File: src/rtl/pipeline_elastic_reg.sv
// Elastic inter-stage pipeline register: valid/ready handshake with a two-entry
// skid buffer, synchronous flush, bubble control gating and a stall counter.
module pipeline_elastic_reg #(
    parameter int DATA_W = 128,
    parameter int CTRL_W = 16,
    parameter int CNT_W  = 8
) (
    input  logic              CLK,
    input  logic              reset,
    input  logic              flush,
    input  logic              in_valid,
    output logic              in_ready,
    input  logic [DATA_W-1:0] in_data,
    input  logic [CTRL_W-1:0] in_ctrl,
    output logic              out_valid,
    input  logic              out_ready,
    output logic [DATA_W-1:0] out_data,
    output logic [CTRL_W-1:0] out_ctrl,
    output logic [1:0]        occupancy,
    output logic [CNT_W-1:0]  stall_count
);

    // State encoding doubles as the entry count, so occupancy is a direct copy.
    typedef enum logic [1:0] {
        ST_EMPTY = 2'd0,
        ST_ONE   = 2'd1,
        ST_TWO   = 2'd2
    } state_t;

    localparam logic [CNT_W-1:0] CNT_MAX = {CNT_W{1'b1}};

    state_t              state_q, state_d;
    logic [DATA_W-1:0]   main_data_q, main_data_d;
    logic [CTRL_W-1:0]   main_ctrl_q, main_ctrl_d;
    logic [DATA_W-1:0]   skid_data_q, skid_data_d;
    logic [CTRL_W-1:0]   skid_ctrl_q, skid_ctrl_d;
    logic [CNT_W-1:0]    stall_q, stall_d;
    logic                accept_s;
    logic                consume_s;

    // Handshake flags come only from state and port inputs; in_ready never sees out_ready.
    assign in_ready    = (state_q != ST_TWO);
    assign out_valid   = (state_q != ST_EMPTY);
    assign occupancy   = state_q;
    assign out_data    = main_data_q;
    assign out_ctrl    = out_valid ? main_ctrl_q : {CTRL_W{1'b0}};
    assign stall_count = stall_q;
    assign accept_s    = in_valid & in_ready;
    assign consume_s   = out_valid & out_ready;

    // Next-state, payload movement and stall counting.
    always_comb begin
        state_d     = state_q;
        main_data_d = main_data_q;
        main_ctrl_d = main_ctrl_q;
        skid_data_d = skid_data_q;
        skid_ctrl_d = skid_ctrl_q;
        stall_d     = stall_q;

        if (out_valid && !out_ready && (stall_q != CNT_MAX)) begin
            stall_d = stall_q + CNT_W'(1);
        end else begin
            stall_d = stall_q;
        end

        if (reset) begin
            state_d     = ST_EMPTY;
            main_data_d = {DATA_W{1'b0}};
            main_ctrl_d = {CTRL_W{1'b0}};
            skid_data_d = {DATA_W{1'b0}};
            skid_ctrl_d = {CTRL_W{1'b0}};
            stall_d     = {CNT_W{1'b0}};
        end else if (flush) begin
            // Squash drops held entries and any same-cycle accept; payloads may stay stale.
            state_d = ST_EMPTY;
        end else begin
            case (state_q)
                ST_EMPTY: begin
                    if (accept_s) begin
                        main_data_d = in_data;
                        main_ctrl_d = in_ctrl;
                        state_d     = ST_ONE;
                    end else begin
                        state_d = ST_EMPTY;
                    end
                end
                ST_ONE: begin
                    if (accept_s && consume_s) begin
                        main_data_d = in_data;
                        main_ctrl_d = in_ctrl;
                        state_d     = ST_ONE;
                    end else if (accept_s) begin
                        skid_data_d = in_data;
                        skid_ctrl_d = in_ctrl;
                        state_d     = ST_TWO;
                    end else if (consume_s) begin
                        state_d = ST_EMPTY;
                    end else begin
                        state_d = ST_ONE;
                    end
                end
                ST_TWO: begin
                    if (consume_s) begin
                        main_data_d = skid_data_q;
                        main_ctrl_d = skid_ctrl_q;
                        state_d     = ST_ONE;
                    end else begin
                        state_d = ST_TWO;
                    end
                end
                default: begin
                    state_d = ST_EMPTY;
                end
            endcase
        end
    end

    // State and payload registers.
    always_ff @(posedge CLK) begin
        state_q     <= state_d;
        main_data_q <= main_data_d;
        main_ctrl_q <= main_ctrl_d;
        skid_data_q <= skid_data_d;
        skid_ctrl_q <= skid_ctrl_d;
        stall_q     <= stall_d;
    end

endmodule

File: config.mk
export PLATFORM = sky130hd
export DESIGN_NAME = pipeline_elastic_reg
export DESIGN_NICKNAME = d
export VERILOG_FILES = /design/src/rtl/pipeline_elastic_reg.sv
export SDC_FILE = /design/constraint.sdc
export NUM_CORES = 1
export LEC_CHECK = 0
export BUFFER_PORTS_ARGS = -buffer_cell sky130_fd_sc_hd__buf_4
export CAP_MARGIN = 15
export CORE_ASPECT_RATIO = 1.5
export CORE_MARGIN = 4
export CORE_UTILIZATION = 40
export DETAILED_ROUTE_END_ITERATION = 12
export PLACE_DENSITY = 0.74
export SLEW_MARGIN = 10
export SYNTH_ARGS = -nofsm -noshare
export SYNTH_HDL_FRONTEND = slang
export SYNTH_SLANG_ARGS = --single-unit
File: constraint.sdc
create_clock -name CLK -period 4.84 [get_ports CLK]
set_input_delay 0 -clock CLK [delete_from_list [all_inputs] [get_ports CLK]]
set_output_delay 0 -clock CLK [all_outputs]
set_load 0.1 [all_outputs]
==> results.md <==
* Synth Cell Area at 13500 sq um
* DR WL/cell at 19.9 um
* Slowest CP cell: mux2_4
* Peak supply drop at about 300 uV
* Crit path max-delay family: compound AO/OA/AOI/OAI gates
* Dpl ws at 1.74 ns
* Top post-synthesis cells by area: dfxtp_1 44%, a211oi_1 15%, mux2i_1 11%, nand3b_1 8.1%, a21oi_1 5.5%
* Layout area overhead at 39.0%
* CTS tree: yes
* Cell taking the most area after synthesis: dfxtp_1
* Fmax at 319 MHz
* CP required at 5.24 ns
* Rows at between 80 and 90
* PortBufs at 304
* DP HPWL at 24400 um
* DRC viols at 0
* CP Capture Type: register
* CTS Buf Count at 30
* Ys Warns at 0
* Die W at 158 um
* Primary FF master, synth: dfxtp_1
* Worst Clk Skew at 0.00589 ns
* R2r worst-path depth at 4
* CTS sink count at 298
* Final core occ at a little under three fifths
* Vias/cell at 5.92
* Final setup vio count at 0
* Worst Hold End: occupancy[0]$_SDFF_PP0_
* Die Span Y at 233 um
* Final Critical Period at 3.13 ns
* Pre-Repair DR Iteration Count at 6
* Max H-tree Level at 1
* FF-to-FF Start: occupancy[1]$_SDFF_PP0_
* WL final at 44300 um
* Core Area at 33300 sq um
* Initial antenna violation count at 3
* GPL Wtd Cong at 0.797
* Worst R2R End: out_data[92]$_SDFFE_PP0P_
* Crit Path Max Fanout at 87
* Clk slew on worst S/H paths at around 0.060 ns
* Leak pwr at between 7 and 8 nW
* Dpl cells at between 1.5k and 2k
* Worst setup SP type: register
* Setup bufs post-CTS at 0
* Reg-to-reg slack, setup at 1.71 ns
* Root buffer cell: clkbuf_16
* Die area at 36700 sq um
* DR vias at between 10k and 15k
* Hold WC Path Type: in -> reg
* First-pass GRT wire length at between 70000 and 80000 um
* Grt ovf at 0
* Hold path start: flush
* Mean Syn Cell Area at between 9 and 10 sq um
* Critical path class: reg -> reg
* Critical path buffers and inverters at 1
* NumNets Final at 1928
* Crit path largest cell delay at 0.83 ns
* Initial Util at 40.4%
* Global router's overall resource usage at between 20% and 30%
* Vias in the first global route at 13.5k
* Total power draw at ~6.6 mW
* EDFF count, synth at 0
* Asr flop ratio synth at 0%
* WP data arrival at 3.53 ns
* Final Cycle Share at 64.8%
* Layout cells sized above 1 at about 22%
* #FFs+latches synth at 298
* Fin. max-slew vios at 0
* Later-pin clock latency in the skew report at 0.55 ns
* Worst setup margin at 1.71 ns
* Library cells used by synthesis at 39
* RSZ-0062 raised after global routing: no
* Synth top area share at 44.3%
* Net Count, Synth at between 1.5k and 2k
* Initial drt markers at 891
* Largest net degree at the start of global routing at around 170
* Setup_tns at 0 ns
* Seq/Total Area, Yosys at 44.3%
* Max-slew headroom at 31.1%
* I/O pin count at 305
* Worst Setup SP: occupancy[1]$_SDFF_PP0_
* Power Density at 354 nW/um^2
* # Max-Cap Violations at 0
* Worst hold path depth at 2
* Final Hold Vio Count at 0
* Worst Tran Pin Value at 1.03 ns
* Status: finished clean
* Syn Inst Count at 1410
* Crit-path cells: mux2_4, a21o_4, buf_12, a211oi_1
* Cell Count, Final, Fillers Out at roughly 2.2k
* Final ANT Viol Nets at 0
* CTS max path bufs at 3
==> layout make-up <==
class / instances / area (sq um)
antenna: 3 / 7.51
clock buffer: 44 / 915
clock inverter: 12 / 95.1
fill: 2777 / 14600
inverter: 1 / 3.75
multi-input combinational: 931 / 6760
sequential: 298 / 5970
tap: 420 / 526
timing repair buffer: 516 / 4440
==> registers in the layout, indices dropped and copies added, names as in the netlist <==
signal / count
main_ctrl_q: 16
occupancy: 2
out_data: 128
skid_ctrl_q: 16
skid_data_q: 128
stall_count: 8
==> worst max-delay path by stage <==
| stage | end | cells past startpoint |
|---|---|---|
| global route | out_data[84]$_SDFFE_PP0P_ | 4 |
| CTS | out_data[89]$_SDFFE_PP0P_ | 4 |
| global placement | out_data[73]$_SDFFE_PP0P_ | 4 |
| finish | out_data[92]$_SDFFE_PP0P_ | 4 |
| detailed placement | out_data[89]$_SDFFE_PP0P_ | 4 |
| floorplan | out_ctrl[10] | 4 |
==> worst reg2reg max path: stages, from the launching register on <==
cell	delay [ns]
dfxtp_1	0.68
mux2_4	0.83
a21o_4	0.76
buf_12	0.45
a211oi_1	0.26
==> what timing repair did <==
action / CTS / global route
gates resized for setup: 0 / 0
hold buffers: 196 / 0
hold endpoints to repair: 292 / 0
==> routing by layer <==
layer  track usage (%)  vias to the layer above  wire length [um]
met1              27.3                     6414             17400
met5                 0                        -                 0
met2              39.1                      521             22000
li1                  -                     6086                 -
met4              11.9                        0              2190
met3              4.17                      151              2760
==> cells in the final DEF, fill, tap and decap left out, types with 2 or more instances in the layout <==
cell	Yosys	final
clkbuf_1	101	4
diode_2	0	3
a41oi_1	2	2
clkbuf_8	0	9
mux2_2	2	2
nor4bb_4	0	2
dlygate4sd3_1	0	196
clkinv_4	0	2
and3_1	4	4
nor2_1	4	4
mux2i_1	145	145
buf_4	5	313
dfxtp_1	298	298
nor2b_1	18	18
nand2b_1	4	3
nand2_1	3	3
o21ai_0	144	144
a211oi_1	272	272
nand3b_1	145	145
a21oi_1	147	147
clkinv_2	0	8
clkbuf_16	0	31
a211oi_2	20	20
buf_12	0	5
==> metrics by stage <==
step	hold slack, ns	instance area (sq um)
after floorplan	0.0915	13500
after global placement	0.260	15700
after detailed placement	0.282	15700
after CTS	0.141	18700
after global routing	0.198	18700
final	0.143	18700
==> cells in the mapped netlist, types with 5 or more instances <==
library cell,instances
dfxtp_1,298
a211oi_1,272
a21oi_1,147
mux2i_1,145
nand3b_1,145
o21ai_0,144
clkbuf_1,101
buf_2,67
a211oi_2,20
nor2b_1,18
buf_4,5
==> cell families (layout without fill, tap and decap cells) <==
| group | Yosys count | count (layout) | synth area share [%] |
|---|---|---|---|
| buffers and inverters | 181 | 573 | 5.97 |
| muxes | 148 | 148 | 11.1 |
| and+or+nand+nor | 190 | 190 | 10.2 |
| other | 0 | 3 | 0 |
| DFF | 298 | 298 | 44.3 |
| adders and majority gates | 1 | 1 | 0.0929 |
| AOI/OAI and AO/OA | 592 | 592 | 28.4 |
==> report_power, final <==
part / switching (mW) / total, mW / internal [mW]
registers: 0.0751 / 2.65 / 2.57
logic: 1.14 / 1.60 / 0.457
clock network: 1.02 / 2.38 / 1.36
No activity file was read; power rests on OpenSTA's default activity.
